--- src/rtl/nibble_serial_add_if.sv ---
// Operand/result handshake bundle for the nibble-serial add/subtract controller.
// Producer and consumer both use valid/ready: a transfer happens on a rising edge where both are high.
interface nibble_serial_add_if #(
    parameter int NIBBLES = 4
) ();
    localparam int WIDTH = 4 * NIBBLES;

    logic             in_valid;
    logic             in_ready;
    logic [WIDTH-1:0] op_a;
    logic [WIDTH-1:0] op_b;
    logic             sub;
    logic             out_valid;
    logic             out_ready;
    logic [WIDTH-1:0] result;
    logic             c_out;
    logic             overflow;
    logic             busy;
    logic [1:0]       dbg_state;

    modport master (
        output in_valid, op_a, op_b, sub, out_ready,
        input  in_ready, out_valid, result, c_out, overflow, busy, dbg_state
    );

    modport slave (
        input  in_valid, op_a, op_b, sub, out_ready,
        output in_ready, out_valid, result, c_out, overflow, busy, dbg_state
    );
endinterface

--- src/rtl/nibble_serial_add_ctrl.sv ---
// WIDTH-bit add/subtract built from one shared 4-bit adder slice, one nibble per cycle, LSB first.
// dbg_state exposes the FSM encoding: 0 = IDLE, 1 = RUN, 2 = DONE.
module nibble_serial_add_ctrl #(
    parameter int NIBBLES = 4
) (
    input  logic               clk,
    input  logic               rst,
    nibble_serial_add_if.slave bus
);
    localparam int WIDTH = 4 * NIBBLES;
    localparam int IW    = $clog2(NIBBLES);
    localparam logic [IW-1:0] LAST_IDX = IW'(NIBBLES - 1);

    typedef enum logic [1:0] {
        S_IDLE = 2'd0,
        S_RUN  = 2'd1,
        S_DONE = 2'd2
    } state_t;

    state_t           r_state;
    logic [WIDTH-1:0] r_a;
    logic [WIDTH-1:0] r_b;
    logic             r_sub;
    logic [IW-1:0]    r_idx;
    logic             r_carry;
    logic [WIDTH-1:0] r_result;
    logic             r_in_ready;
    logic             r_out_valid;
    logic             r_c_out;
    logic             r_overflow;
    logic             r_busy;

    logic [3:0]       w_slice_a;
    logic [3:0]       w_slice_b;
    logic [3:0]       w_slice_sum;
    logic             w_slice_co;

    // The only adder in the block: subtraction is A + ~B + 1, the +1 entering as the initial carry.
    always_comb begin
        w_slice_a = r_a[4*r_idx +: 4];
        w_slice_b = r_b[4*r_idx +: 4] ^ {4{r_sub}};
        {w_slice_co, w_slice_sum} = {1'b0, w_slice_a} + {1'b0, w_slice_b} + {4'b0000, r_carry};
    end

    always_ff @(posedge clk) begin
        if (rst) begin
            r_state     <= S_IDLE;
            r_a         <= '0;
            r_b         <= '0;
            r_sub       <= 1'b0;
            r_idx       <= '0;
            r_carry     <= 1'b0;
            r_result    <= '0;
            r_in_ready  <= 1'b1;
            r_out_valid <= 1'b0;
            r_c_out     <= 1'b0;
            r_overflow  <= 1'b0;
            r_busy      <= 1'b0;
        end else begin
            case (r_state)
                S_IDLE: begin
                    if (bus.in_valid) begin
                        r_a        <= bus.op_a;
                        r_b        <= bus.op_b;
                        r_sub      <= bus.sub;
                        r_idx      <= '0;
                        r_carry    <= bus.sub;
                        r_result   <= '0;
                        r_in_ready <= 1'b0;
                        r_busy     <= 1'b1;
                        r_state    <= S_RUN;
                    end
                end
                S_RUN: begin
                    r_result[4*r_idx +: 4] <= w_slice_sum;
                    r_carry                <= w_slice_co;
                    if (r_idx == LAST_IDX) begin
                        // Index parked at 0 so it never points past the operand outside RUN.
                        r_idx       <= '0;
                        r_c_out     <= w_slice_co;
                        r_overflow  <= ~(w_slice_a[3] ^ w_slice_b[3]) & (w_slice_sum[3] ^ w_slice_a[3]);
                        r_out_valid <= 1'b1;
                        r_state     <= S_DONE;
                    end else begin
                        r_idx <= r_idx + 1'b1;
                    end
                end
                S_DONE: begin
                    if (bus.out_ready) begin
                        r_out_valid <= 1'b0;
                        r_in_ready  <= 1'b1;
                        r_busy      <= 1'b0;
                        r_state     <= S_IDLE;
                    end
                end
                default: begin
                    r_state     <= S_IDLE;
                    r_in_ready  <= 1'b1;
                    r_out_valid <= 1'b0;
                    r_busy      <= 1'b0;
                end
            endcase
        end
    end

    assign bus.in_ready  = r_in_ready;
    assign bus.out_valid = r_out_valid;
    assign bus.result    = r_result;
    assign bus.c_out     = r_c_out;
    assign bus.overflow  = r_overflow;
    assign bus.busy      = r_busy;
    assign bus.dbg_state = r_state;
endmodule

--- src/flat_wrapper.sv ---
// flat-port wrapper written by rule: the top's interface ports become plain ports
module nibble_serial_add_ctrl_flat 
#(
    parameter int NIBBLES = 4
)
  (clk, rst, bus_in_valid, bus_op_a, bus_op_b, bus_sub, bus_out_ready, bus_in_ready, bus_out_valid, bus_result, bus_c_out, bus_overflow, bus_busy, bus_dbg_state);
  nibble_serial_add_if #(.NIBBLES(NIBBLES)) bus_i ();
  input  logic clk;
  input  logic rst;
  input wire logic [$bits(bus_i.in_valid)-1:0] bus_in_valid;
  input wire logic [$bits(bus_i.op_a)-1:0] bus_op_a;
  input wire logic [$bits(bus_i.op_b)-1:0] bus_op_b;
  input wire logic [$bits(bus_i.sub)-1:0] bus_sub;
  input wire logic [$bits(bus_i.out_ready)-1:0] bus_out_ready;
  output wire logic [$bits(bus_i.in_ready)-1:0] bus_in_ready;
  output wire logic [$bits(bus_i.out_valid)-1:0] bus_out_valid;
  output wire logic [$bits(bus_i.result)-1:0] bus_result;
  output wire logic [$bits(bus_i.c_out)-1:0] bus_c_out;
  output wire logic [$bits(bus_i.overflow)-1:0] bus_overflow;
  output wire logic [$bits(bus_i.busy)-1:0] bus_busy;
  output wire logic [$bits(bus_i.dbg_state)-1:0] bus_dbg_state;
  assign bus_i.in_valid = bus_in_valid;
  assign bus_i.op_a = bus_op_a;
  assign bus_i.op_b = bus_op_b;
  assign bus_i.sub = bus_sub;
  assign bus_i.out_ready = bus_out_ready;
  assign bus_in_ready = bus_i.in_ready;
  assign bus_out_valid = bus_i.out_valid;
  assign bus_result = bus_i.result;
  assign bus_c_out = bus_i.c_out;
  assign bus_overflow = bus_i.overflow;
  assign bus_busy = bus_i.busy;
  assign bus_dbg_state = bus_i.dbg_state;
  nibble_serial_add_ctrl #(.NIBBLES(NIBBLES)) u_core (.clk(clk), .rst(rst), .bus(bus_i));
endmodule
--- config.mk ---
export PLATFORM = sky130hd
export DESIGN_NAME = nibble_serial_add_ctrl_flat
export DESIGN_NICKNAME = d
export VERILOG_FILES = /design/src/rtl/nibble_serial_add_if.sv /design/src/rtl/nibble_serial_add_ctrl.sv /design/src/flat_wrapper.sv
export SDC_FILE = /design/constraint.sdc
export NUM_CORES = 1
export LEC_CHECK = 0
export ABC_AREA = 1
export BUFFER_PORTS_ARGS = -buffer_cell sky130_fd_sc_hd__buf_4
export CORE_MARGIN = 4
export CORE_UTILIZATION = 49
export CTS_CLUSTER_DIAMETER = 100
export DETAILED_ROUTE_END_ITERATION = 10
export GPL_TIMING_DRIVEN = 0
export PLACE_DENSITY = 0.73
export SETUP_SLACK_MARGIN = 0.1
export SKIP_LAST_GASP = 1
export SLEW_MARGIN = 20
export SYNTH_ARGS = -nofsm -noshare
export SYNTH_HDL_FRONTEND = slang
export SYNTH_SLANG_ARGS = --single-unit
--- constraint.sdc ---
create_clock -name clk -period 3.1 [get_ports clk]
set_input_delay 0.31 -clock clk [delete_from_list [all_inputs] [get_ports clk]]
set_output_delay 0.31 -clock clk [all_outputs]
set_load 0.01 [all_outputs]
==> results.toml <==
[outcome]
outcome = "completed"

[worst_setup_path]
crit_path_start_kind = "flop"
cp-end-kind = "flop"
reg2reg_slack_ns = 0.36
crit_fanout = 10
crit_arrival_ns = 3.00
critical_path_required_ns = 3.36
worstSetupPathType = "reg2reg"
r2r_cells = 13

[die]
die_x_um = 81.7
row_count = 26
core_um2 = 5170
die_height_um = 81.7
dieArea_um2 = 6670
initial_core_util = 0.515
io_pins = 60

[cts]
cts_tree = "done"
cts_buffer_depth = 2
insertion_delay_ns = 0.33
cts_inserted_buffers = 9
cts.sinks = 59
root_buffer = "clkbuf_8"
ctsHtreeMaxLevel = 3
ctsHoldBuffers = 0
cts.clk_slew.worst_paths_ns = 0.07

[yosys]
ys_warn_count = 0
synth_cell_types = 35
ys.flop_type = "dfxtp_1"
synth_simple_gate_area_frac = 0.229
synth-seq-cells = 59
synthCells = 355
synthArstFlopShare = 0
synth_compound_area_frac = 0.186
syn_area_um2 = 2660
synth_nets = 401
syn_area_per_cell_um2 = 7.50
synth-xor-area-share = 0.0197
yosysSeqAreaShare = 0.444
synth_fa_ha_area_frac = 0.0480
synthMuxAreaShare = 0
synth_top_family_by_area = "simple AND/OR/NAND/NOR gates"
synth_edf_count = 0

[sta]
worst_slew_pin_slew_ns = 0.487
holdWs_ns = 0.194
timing.fmax_mhz = 365
slew_headroom = 0.675
setup_violations = 0
finalHoldViolations = 0
setup_tns_ns = 0
maxSlewViolCount = 0
clock_skew_ns = 0.00582
timing.final.crit_period_ns = 2.74
fin_crit_sh = 0.883
rsz0062_at_grt = "false"

[global_routing]
grt_pass1_vias = 2439
grt_pass1_wl_um = 10800
grt_max_degree = 12
grt-ovfl-total = 0
grt_use_total = 0.211
antenna_found_initial = 0

[layout]
nets = 471
fillerInstances = 453
drive_above_1_share = 0.233
num_antenna_cells = 0
utilization = 0.655
syn_to_final_growth_pct = 27.2

[job]
cap_violations = 0

[hold_path]
hold_depth = 3
min_path_type = "in2reg"

[drt]
vias = 2546
wl_um = 6720
drtPass1Iterations = 4
avgRoutedWirePerCell_um = 13.5
drc = 0
drtAntennaViolNets = 0
drt-initial-drc-count = 217
routed_via_density = 5.10

[pwr]
power_leakage_uw = 0.00150
p_per_area_nw_per_um2 = 557
ir_drop_mv = 0.332

[placed_design]
gp_congestion = 0.857
io_buffer_count = 58
dp_hpwl_um = 4840
[final timing paths]
kind	from	end
max	u_core.r_idx[0]	u_core.bus.result[14]
min	bus_op_a[0]	u_core.r_a[0]
max reg2reg	u_core.r_idx[0]	u_core.bus.result[14]
min reg2reg	u_core.bus.out_valid	u_core.bus.out_valid
[placed cells by master (no fill, tap or decap), drive strengths merged]
cell    count
a21oi      31
ha          7
clkinv      2
or2         3
xor2        5
inv        25
clkbuf     24
nand4       2
nor2       82
o21ai      46
fa          2
dfxtp      59
nor4        1
a31oi       1
o31ai       1
o211ai      1
nand2      50
nand3       6
nor3        2
o21bai      1
a32o        1
xnor2       1
o22a        1
a32oi       1
o22ai       6
a211oi      1
buf        67
[logic make-up after synthesis]
group	Yosys count
AOI/OAI and AO/OA	91
xor gates and xnor gates	6
buffers and inverters	44
DFF	59
and+or+nand+nor	146
adders and majority gates	9
[layer usage]
layer / vias up / part of all wire / track usage
li1: 1300 / - / -
met1: 1157 / 0.46 / 0.268
met2: 78 / 0.46 / 0.348
met3: 11 / 0.063 / 0.0439
met4: 0 / 0.014 / 0.0930
met5: - / 0 / 0
[worst max-delay path: stages (launching register included)]
cell     delay, ns
dfxtp_1       0.38
buf_6         0.17
inv_2         0.09
buf_6         0.15
o21ai_1       0.14
o22ai_1       0.10
xor2_1        0.18
fa_1          0.45
fa_2          0.39
xnor2_2       0.23
nand2_1       0.07
nor2_1        0.13
nand2_1       0.07
a21oi_1       0.12
[area by class of cell]
cell class	count	area, um2	share of cell area
buffer	19	106	0.0314
clock inverter	2	10.0	0.00296
timing repair buffer	59	443	0.131
inverter	25	93.8	0.0277
multi-input combinational	252	1290	0.382
tap	70	87.6	0.0259
clock buffer	13	169	0.0499
sequential	59	1180	0.349
[sequential cells by signal, summed over array words and instances (netlist names), 2 cells and up]
register / cells
u_core.bus.result: 16
u_core.r_a: 16
u_core.r_b: 16
u_core.bus.dbg_state: 2
u_core.r_idx: 2
[per-stage QoR]
stage / instance area, um2 / setup WS [ns] / instances / power, uW
3_3_place_gp: 3180 / 0.185 / 483 / 1230
2_1_floorplan: 2660 / 0.622 / 355 / 1110
5_1_grt: 3390 / 0.128 / 499 / 1980
3_5_place_dp: 3180 / 0.186 / 483 / 1240
4_1_cts: 3360 / 0.157 / 498 / 1870
6_report: 3390 / 0.362 / 499 / 1890
[power by group]
group / total (uW) / switching (uW) / internal, uW
Sequential: 835 / 27.1 / 808
Combinational: 417 / 246 / 171
Clock: 633 / 285 / 349
Total: 1890 / 558 / 1330
[what timing repair did]
item,4_1_cts,5_1_grt
setup endpoints to repair,0,5
buffers inserted,0,1
resized for setup,0,5
[synth_stat cells (2+ instances only)]
master | n | area share
inv_1 | 20 | 0.028
nor2_1 | 77 | 0.11
o21ai_0 | 46 | 0.087
clkbuf_1 | 10 | 0.014
nand4_1 | 2 | 0.0047
ha_1 | 7 | 0.033
inv_2 | 5 | 0.0071
nand2_1 | 47 | 0.066
xor2_1 | 5 | 0.016
nor2_4 | 2 | 0.0085
o22ai_1 | 6 | 0.014
nor3_1 | 2 | 0.0038
buf_2 | 3 | 0.0056
fa_1 | 2 | 0.015
nand3_1 | 6 | 0.011
or2_1 | 2 | 0.0047
buf_6 | 3 | 0.013
nor2_2 | 3 | 0.0071
a21oi_1 | 31 | 0.058
dfxtp_1 | 59 | 0.44
nand2_2 | 3 | 0.0071
No activity file was read; power rests on OpenSTA's default activity.
